`src/rtl/systolic_feed_ctrl.sv`:
```
// systolic_feed_ctrl
//   Sequencer between the A/B block-read operand memories and an N x N
//   output-stationary systolic array. A multiply runs
//     IDLE -> CLEAR (1) -> FEED (N) -> FLUSH (2N-1) -> DONE (1) -> IDLE
//   FEED step k reads block k (address k*N) from both memories; each lane
//   then passes through a skew line of lane+1 registers so operand pairs
//   meet on the array diagonals. In IDLE and DONE the host write path is
//   routed combinationally to the selected memory.
//
// Handshake: there is no valid/ready pair. `start` is a level sampled
//   only in IDLE (ignored elsewhere, never queued); `done` is a one-cycle
//   pulse in DONE; a host write is accepted in the cycle it is presented
//   if the block is idle and the address is in range, otherwise it is
//   dropped and `host_err` pulses the following cycle.
//
// Ports
//   clk, reset          : rising-edge clock, synchronous active-high reset
//   start / busy / done : multiply request and status
//   host_*              : host write request (sel 0 = A, 1 = B), host_err
//   a_* / b_*           : operand memory write/read ports
//   array_clr           : accumulator clear to the array
//   feed_valid          : array accumulates while high
//   a_feed / b_feed     : skewed west / north edge operands
//   dbg_state           : FSM state (0 IDLE, 1 CLEAR, 2 FEED, 3 FLUSH, 4 DONE)
module systolic_feed_ctrl #(
  parameter int DATA_WIDTH = 8,
  parameter int N = 3,
  localparam int ADDR_W = $clog2(N*N)
) (
  input  logic                    clk,
  input  logic                    reset,
  input  logic                    start,
  output logic                    busy,
  output logic                    done,
  input  logic                    host_wr_en,
  input  logic                    host_sel,
  input  logic [ADDR_W-1:0]       host_addr,
  input  logic [DATA_WIDTH-1:0]   host_data,
  output logic                    host_err,
  output logic                    a_wr_en,
  output logic                    b_wr_en,
  output logic                    a_rd_en,
  output logic                    b_rd_en,
  output logic [ADDR_W-1:0]       a_addr,
  output logic [ADDR_W-1:0]       b_addr,
  output logic [DATA_WIDTH-1:0]   a_wdata,
  output logic [DATA_WIDTH-1:0]   b_wdata,
  input  logic [N*DATA_WIDTH-1:0] a_rdata,
  input  logic [N*DATA_WIDTH-1:0] b_rdata,
  output logic                    array_clr,
  output logic                    feed_valid,
  output logic [N*DATA_WIDTH-1:0] a_feed,
  output logic [N*DATA_WIDTH-1:0] b_feed,
  output logic [2:0]              dbg_state
);

  localparam int CNT_W = $clog2(2*N);
  localparam logic [ADDR_W:0] DEPTH = (ADDR_W+1)'(N*N);

  typedef enum logic [2:0] {
    S_IDLE  = 3'd0,
    S_CLEAR = 3'd1,
    S_FEED  = 3'd2,
    S_FLUSH = 3'd3,
    S_DONE  = 3'd4
  } state_t;

  state_t             state, state_d;
  logic [CNT_W-1:0]   cnt, cnt_d;
  logic               feed_valid_d;
  logic               host_err_d;
  logic               addr_ok;
  logic               feeding;
  logic [ADDR_W-1:0]  feed_addr;

  assign dbg_state = state;
  assign feeding   = (state == S_FEED);
  assign addr_ok   = ({1'b0, host_addr} < DEPTH);
  assign feed_addr = ADDR_W'(32'(cnt) * N);

  always_ff @(posedge clk) begin
    if (reset) begin
      state      <= S_IDLE;
      cnt        <= '0;
      feed_valid <= 1'b0;
      host_err   <= 1'b0;
    end else begin
      state      <= state_d;
      cnt        <= cnt_d;
      feed_valid <= feed_valid_d;
      host_err   <= host_err_d;
    end
  end

  always_comb begin
    state_d      = state;
    cnt_d        = cnt;
    feed_valid_d = 1'b0;
    case (state)
      S_IDLE: begin
        if (start) state_d = S_CLEAR;
      end
      S_CLEAR: begin
        state_d = S_FEED;
        cnt_d   = '0;
      end
      S_FEED: begin
        // valid rises the cycle after the first FEED cycle (registered)
        feed_valid_d = 1'b1;
        if (cnt == CNT_W'(N-1)) begin
          state_d = S_FLUSH;
          cnt_d   = '0;
        end else begin
          cnt_d = cnt + 1'b1;
        end
      end
      S_FLUSH: begin
        if (cnt == CNT_W'(2*N-2)) begin
          state_d = S_DONE;
          cnt_d   = '0;
        end else begin
          feed_valid_d = 1'b1;
          cnt_d        = cnt + 1'b1;
        end
      end
      S_DONE: begin
        state_d = S_IDLE;
      end
      default: begin
        state_d = S_IDLE;
        cnt_d   = '0;
      end
    endcase
  end

  always_comb begin
    busy      = (state == S_CLEAR) || (state == S_FEED) || (state == S_FLUSH);
    done      = (state == S_DONE);
    array_clr = (state == S_CLEAR);
  end

  // Host writes are dropped while a multiply owns the memories or when
  // the address lies past the last word.
  assign host_err_d = host_wr_en && (busy || !addr_ok);

  // Memory port mux; everything is held at 0 while reset is asserted.
  always_comb begin
    a_wr_en = 1'b0;
    b_wr_en = 1'b0;
    a_rd_en = 1'b0;
    b_rd_en = 1'b0;
    a_addr  = '0;
    b_addr  = '0;
    a_wdata = '0;
    b_wdata = '0;
    if (!reset) begin
      case (state)
        S_IDLE, S_DONE: begin
          if (!host_sel) begin
            a_wr_en = host_wr_en && addr_ok;
            a_addr  = host_addr;
            a_wdata = host_data;
          end else begin
            b_wr_en = host_wr_en && addr_ok;
            b_addr  = host_addr;
            b_wdata = host_data;
          end
        end
        S_FEED: begin
          a_rd_en = 1'b1;
          b_rd_en = 1'b1;
          a_addr  = feed_addr;
          b_addr  = feed_addr;
        end
        default: ;
      endcase
    end
  end

  // Skew lines: lane i has i+1 stages, loaded with zeros outside FEED so
  // FLUSH drains them.
  for (genvar i = 0; i < N; i++) begin : g_lane
    logic [DATA_WIDTH-1:0] a_sr [0:i];
    logic [DATA_WIDTH-1:0] b_sr [0:i];

    always_ff @(posedge clk) begin
      if (reset) begin
        for (int s = 0; s <= i; s++) begin
          a_sr[s] <= '0;
          b_sr[s] <= '0;
        end
      end else begin
        a_sr[0] <= feeding ? a_rdata[i*DATA_WIDTH +: DATA_WIDTH] : '0;
        b_sr[0] <= feeding ? b_rdata[i*DATA_WIDTH +: DATA_WIDTH] : '0;
        for (int s = 1; s <= i; s++) begin
          a_sr[s] <= a_sr[s-1];
          b_sr[s] <= b_sr[s-1];
        end
      end
    end

    assign a_feed[i*DATA_WIDTH +: DATA_WIDTH] = a_sr[i];
    assign b_feed[i*DATA_WIDTH +: DATA_WIDTH] = b_sr[i];
  end

endmodule

```
`config.mk`:
```
export PLATFORM = sky130hd
export DESIGN_NAME = systolic_feed_ctrl
export DESIGN_NICKNAME = d
export VERILOG_FILES = /design/src/rtl/systolic_feed_ctrl.sv
export SDC_FILE = /design/constraint.sdc
export NUM_CORES = 1
export LEC_CHECK = 0
export CAP_MARGIN = 20
export CORE_UTILIZATION = 45
export CTS_CLUSTER_SIZE = 40
export DETAILED_ROUTE_END_ITERATION = 8
export PLACE_DENSITY = 0.84
export SYNTH_ARGS = -nofsm -noshare
export SYNTH_HDL_FRONTEND = slang
export SYNTH_SLANG_ARGS = --single-unit
```
`constraint.sdc`:
```
create_clock -name clk -period 2.1 [get_ports clk]
set_input_delay 0.21 -clock clk [delete_from_list [all_inputs] [get_ports clk]]
set_output_delay 0.21 -clock clk [all_outputs]
set_load 0.02 [all_outputs]
```
==> out/metrics.yaml, run 1 <==
yosys:
  synth_edf_count: 0
  synth-xor-area-share_pct: 0.497
  yosysWarnings: 0
  syn-mean-instance-area_um2: 10.9
  ys_seq_area_share_pct: 59.1
  synth_top_family_by_area: "simple AND/OR/NAND/NOR gates"
  syn_nets: 391
  syn_inst: 322
  yosysUniqueCellTypes: 33
  synth_area_um2: 3520
  yosys.area_share.simple_pct: 24.9
  yosys.area_share.adder_pct: 1.63
  muxShareOfSynthArea_pct: 0.284
  synth-async-reset-ratio_pct: 0
  synthFlopType: "dfxtp_1"
  synth_compound_area_share_pct: 3.30
  ys_ff_latch: 104
finish:
  area_delta_synth_final_pct: 43.6
  antenna_cells: 0
  layout.nets: 519
  nFillCells: 542
  drive_above_1_share_pct: 13.0
  finalInstanceArea_um2: 5060
  final_common_cell: "clkdlybuf4s50_1"
  mostFrequentLayoutCells: "clkdlybuf4s50_1, dfxtp_1, and2_1"
detailed_routing:
  routedLengthMet1_um: 2760
  detail_route.vias_per_cell: 4.38
  vias: 2426
  final_antenna_net_count: 0
  drtPass1Iterations: 4
  dr.first_iter.drc_count: 29
  wl_per_cell_um: 12.4
  drt_wl_total_um: 6900
  drc_errors: 0
  highest_layer: "met4"
  dr_wl_met2_um: 3670
  wl_met3_um: 411
critical_path:
  cp.required_ps: 1890
  path_delay_family: "simple AND/OR/NAND/NOR gates"
  arrival_ps: 1800
  cp_max_fo: 7
  r2r_end: "dbg_state[0]$_SDFFE_PP0P_"
  cpPeakStageDelay_ps: 410
  worstSetupEndpointType: "output port"
  crit_chain: "or3b_4 -> nor2_4 -> a22o_1 -> dlygate4sd2_1"
  path_buf_inv: 1
  reg2reg_slack_ps: 440
  worst_path_max_delay_cell: "or3b_4"
  rr_startpoint: "cnt[0]$_SDFFE_PP0P_"
  startpoint_type: "flip-flop"
  reg2reg_depth: 7
  criticalPathCategory: "reg2out"
clocking:
  cts_max_level: 3
  clkTransAtPathRegs_ps: 100
  cts_root_buf: "clkbuf_8"
  numCtsBuffers: 9
  numClockSinks: 104
  clock_path_buffers: 2
  cts_tree: "done"
  insertion_delay_ps: 350
sta:
  fin_crit_ps: 2010
  finalSetupViolations: 0
  worst_slew_pin_slew_ps: 503
  fin_setup_tns_ps: 0
  slew_viol_final: 0
  hold_viol: 0
  skew_ps: 12.3
  relSlewSlack_pct: 66.5
  period_share_pct: 95.7
  fmax_mhz: 498
  hold_ws_ps: 171
floorplan:
  initial_core_util_pct: 47.6
  die-area_um2: 8190
  core-area_um2: 7410
  die_w_um: 90.5
  row_count: 31
  fp.dieH_um: 90.5
  ios: 149
place:
  placed_area_um2: 4900
  dpl.hpwl_um: 5180
  port_buffers: 148
  gp_congestion: 0.769
global_route:
  grt.overflow.total: 0
  grt_usage_pct: 17.9
  grt_pass1_wl_um: 11400
  grt_start_max_net_pins: 55
  antenna_found_initial: 0
  grt_pass1_vias: 2381
worst_hold_path:
  hold_class: "in2reg"
  holdPathStages: 3
  min_to: "feed_valid$_SDFF_PP0_"
  min_from: "reset"
power_and_ir_drop:
  power.share.clock_pct: 26.7
  p_int_uw: 3400
  switching_power_uw: 1360
  swShare_pct: 28.6
  p_total_uw: 4760
  p_leak_uw: 0.00211
  combinationalPowerShare_pct: 26.6
  p_seq_share_pct: 46.7
  peakVddDrop_v: 0.000365
  power_density_nw_per_um2: 940
flow_run:
  max_cap_violations: 0
run_status:
  status: "complete, no violations"
## worst max path at each step
stage	startpoint	slack, ps	depth (start not counted)	end
6_report	dbg_state[2]$_SDFFE_PP0P_	90	4	a_addr[0]
5_1_grt	dbg_state[1]$_SDFFE_PP0P_	-0.7	5	a_wdata[7]
4_1_cts	dbg_state[2]$_SDFFE_PP0P_	10	6	b_addr[3]
3_5_place_dp	host_addr[2]	-10	4	a_wr_en
3_3_place_gp	host_sel	30	5	b_wdata[1]
2_1_floorplan	dbg_state[1]$_SDFFE_PP0P_	470	4	b_addr[2]
## layer usage
metal	vias to the layer above	global-route usage, %
met1	1097	19.5
met5	-	0
met2	103	33.1
met3	7	4.97
li1	1219	-
met4	0	5.65
## cells by family after synthesis
kind of cell    Yosys count
mux                       1
xor+xnor                  2
compound gates           15
fa+ha+maj                 4
flops                   104
buf+inv                  54
simple gates            142
## stage by stage
stage	worst slack [ps]	instances	util [%]
CTS	10.6	554	68.9
global placement	27.8	535	66.1
finish	91.3	554	68.3
global route	-0.739	554	68.3
floorplan	465	322	-
detailed placement	-12.9	535	66.1
## registers in the layout, summed over array words and instances (netlist names)
| signal | flops |
|---|---|
| cnt | 3 |
| dbg_state | 3 |
| feed_valid | 1 |
| g_lane.a_sr | 48 |
| g_lane.b_sr | 48 |
| host_err | 1 |
## power groups by stage
| stage | combinational (uW) | clock (uW) | sequential [uW] |
|---|---|---|---|
| after global routing | 1360 | 1410 | 2240 |
| after floorplan | 671 | 0 | 2340 |
| after global placement | 1250 | 0 | 2260 |
| after detailed placement | 1290 | 0 | 2270 |
| after CTS | 1280 | 1310 | 2230 |
| final | 1260 | 1270 | 2220 |
## synthesized netlist by cell type, types with 2 or more instances
cell	count	area (um^2)
inv_1	5	18.8
buf_4	34	255
dfxtp_1	104	2080
nor3_1	2	10.0
buf_2	3	15.0
a22o_1	6	52.6
nor2b_1	51	319
o21ai_0	2	10.0
a21oi_1	2	10.0
nor2_1	7	26.3
nand2_1	8	30.0
buf_6	4	45.0
clkbuf_1	7	26.3
ha_1	3	37.5
and2_1	64	400
xor2_1	2	17.5
and3_1	2	12.5
## worst reg2reg max path: cells and delay by family (launching register included)
kind / cells / cell delay (ps)
AOI/OAI and AO/OA: 1 / 440
DFF: 1 / 330
muxes: 1 / 290
buffers and inverters: 2 / 210
adders and majority gates: 1 / 140
and+or+nand+nor: 2 / 140
## layout make-up
class                   instances  area [um^2]  area share [%]
multi-input cells             164         1090            21.6
well taps                      99          124            2.45
flip-flops and latches        104         2080            41.2
clock inverters                 6         73.8            1.46
repair buffers                166         1530            30.2
inverters                       5         18.8           0.371
clock buffers                  10          138            2.72
## what timing repair did
action,CTS,global route
endpoints found under the setup margin,28,23
hold buffers,0,0
resized for setup,40,37
pin swaps,1,3
buffers inserted,3,0
No activity file was read; power rests on OpenSTA's default activity.
==> run 2: changes to the inputs <==
--- a/config.mk
+++ b/config.mk
@@ -10,6 +10,7 @@
 export CTS_CLUSTER_SIZE = 40
 export DETAILED_ROUTE_END_ITERATION = 8
 export PLACE_DENSITY = 0.84
+export SKIP_CTS_REPAIR_TIMING = 1
 export SYNTH_ARGS = -nofsm -noshare
 export SYNTH_HDL_FRONTEND = slang
 export SYNTH_SLANG_ARGS = --single-unit
==> run 2 against run 1 <==
  * Sequential power about the same
  * Critical path depth increased by 1
  * Utilization increased by 2.1 points
  * Combinational power increased by 4%
  * Critical path type unchanged
  * Clock power about the same
  * Die area unchanged
  * Fmax decreased by 3.0%
  * Setup slack got worse by 63 ps
  * Sequential share of layout area decreased by 1.2 points
  * Highest routed layer unchanged
  * Clock-buffer cell count unchanged
  * First-iteration DRC count unchanged
  * Worst hold slack improved by 48 ps
==> out/metrics.yaml, run 2 (synthesized netlist as in run 1, its figures left out) <==
run_status:
  status: "complete, no violations"
critical_path:
  path_buf_inv: 2  # +1
  cp_max_fo: 7  # unchanged
  crit_chain: "or3b_1 -> nor2_4 -> buf_4 -> a22o_1 -> dlymetal6s2s_1"
  worstSetupEndpointType: "output port"
  criticalPathCategory: "reg2out"
  arrival_ps: 1860  # +60 ps
  startpoint_type: "flip-flop"
  cp.required_ps: 1890  # about the same
  path_delay_family: "simple AND/OR/NAND/NOR gates"
  cpPeakStageDelay_ps: 430  # +20 ps
  worst_path_max_delay_cell: "or3b_1"
clocking:
  numCtsBuffers: 9  # unchanged
  cts_max_level: 3  # unchanged
  clock_path_buffers: 2  # unchanged
  clkTransAtPathRegs_ps: 100  # about the same
  cts_root_buf: "clkbuf_8"
  insertion_delay_ps: 350  # about the same
  numClockSinks: 104  # unchanged
  cts_tree: "done"
detailed_routing:
  dr.first_iter.drc_count: 29  # unchanged
  drtPass1Iterations: 4  # unchanged
  drc_errors: 0  # unchanged
  wl_per_cell_um: 12.8  # +2.7%
  detail_route.vias_per_cell: 4.40  # +0.50%
  final_antenna_net_count: 0  # unchanged
  vias: 2447  # +0.87%
  drt_wl_total_um: 7110  # +3.0%
power_and_ir_drop:
  switching_power_uw: 1380  # +1.3%
  combinationalPowerShare_pct: 27.3  # +0.7 points
  swShare_pct: 28.6  # about the same
  p_seq_share_pct: 46.2  # -0.5 points
  power.share.clock_pct: 26.5  # -0.2 points
  peakVddDrop_v: 0.000358  # -2.0%
  p_total_uw: 4810  # +1.2%
  p_int_uw: 3430  # +1.1%
  p_leak_uw: 0.00252  # +19%
  power_density_nw_per_um2: 923  # -1.8%
floorplan:
  die-area_um2: 8190  # unchanged
  ios: 149  # unchanged
  die_w_um: 90.5  # unchanged
  core-area_um2: 7410  # unchanged
  fp.dieH_um: 90.5  # unchanged
  initial_core_util_pct: 47.6  # unchanged
  row_count: 31  # unchanged
sta:
  fmax_mhz: 483  # -3.0%
  fin_crit_ps: 2070  # +62.7 ps
  worst_slew_pin_slew_ps: 502  # -0.640 ps
  period_share_pct: 98.6  # +3.0 points
  finalSetupViolations: 0  # unchanged
  fin_setup_tns_ps: 0  # unchanged
  hold_viol: 0  # unchanged
  slew_viol_final: 0  # unchanged
  hold_ws_ps: 219  # +48.5 ps
  skew_ps: 13.2  # +0.894 ps
  relSlewSlack_pct: 66.5  # about the same
global_route:
  grt.overflow.total: 0  # unchanged
  grt_usage_pct: 17.7  # -0.13 points
  grt_start_max_net_pins: 55  # unchanged
  grt_pass1_vias: 2342  # -1.6%
  grt_pass1_wl_um: 11300  # -0.85%
  antenna_found_initial: 0  # unchanged
finish:
  top_regs: "g_lane.a_sr (48), g_lane.b_sr (48)"
  antenna_cells: 0  # unchanged
  post-route-util_pct: 70.4  # +2.1 points
  drive_above_1_share_pct: 10.3  # -2.7 points
  layout.nets: 521  # +0.39%
  area_delta_synth_final_pct: 48.0
  mostFrequentLayoutCells: "clkdlybuf4s50_1, dfxtp_1, and2_1"
  final_common_cell: "clkdlybuf4s50_1"
worst_hold_path:
  hold_class: "in2reg"
flow_run:
  max_cap_violations: 0  # unchanged
place:
  gp_congestion: 0.769  # unchanged
  dpl.hpwl_um: 5180  # unchanged
  port_buffers: 148  # unchanged
run 2: metal layers:
| metal | up-vias | routed length, um | track usage [%] |
|---|---|---|---|
| met5 | - | 0 | 0 |
| met4 | 0 | 50 | 5.65 |
| met3 | 7 | 409 | 4.97 |
| met2 | 101 | 3810 | 32.7 |
| met1 | 1117 | 2830 | 19.5 |
| li1 | 1222 | - | - |
run 2: worst min-delay path: cells and delay by family:
family	cells	cell delay, ps
buffers and inverters	1	100
and+or+nand+nor	2	230
run 2: cell type report:
class | instances | area [um^2]
tap | 99 | 124
inverter | 5 | 18.8
fill | 526 | 2190
multi-input combinational | 164 | 1100
clock inverter | 6 | 73.8
sequential | 104 | 2080
timing repair buffer | 168 | 1680
clock buffer | 10 | 138
run 2: path summary, 6_finish.rpt:
check | depth (start not counted) | start | slack (ps) | endpoint
setup reg to reg | 7 | cnt[0]$_SDFFE_PP0P_ | 450 | dbg_state[0]$_SDFFE_PP0P_
setup / recovery | 5 | dbg_state[2]$_SDFFE_PP0P_ | 30 | a_addr[0]
hold / removal | 3 | reset | 220 | feed_valid$_SDFF_PP0_
hold reg to reg | 1 | g_lane[1].a_sr[0][0]$_SDFF_PN0_ | 440 | g_lane[1].a_sr[0][8]$_SDFF_PP0_
run 2: metrics by stage:
stage               setup WS, ps  instances  area [um^2]
floorplan                    465        322         3520
global route               -34.0        556         5220
detailed placement         -12.9        535         4900
CTS                         -391        551         5110
global placement            27.8        535         4900
finish                      28.6        556         5220
run 2: power by group through the flow:
| stage | Sequential, uW | Combinational (uW) | Clock, uW |
|---|---|---|---|
| 2_1_floorplan | 2340 | 671 | 0 |
| 3_3_place_gp | 2260 | 1250 | 0 |
| 3_5_place_dp | 2270 | 1290 | 0 |
| 4_1_cts | 2220 | 1300 | 1310 |
| 5_1_grt | 2250 | 1410 | 1410 |
| 6_report | 2230 | 1310 | 1270 |
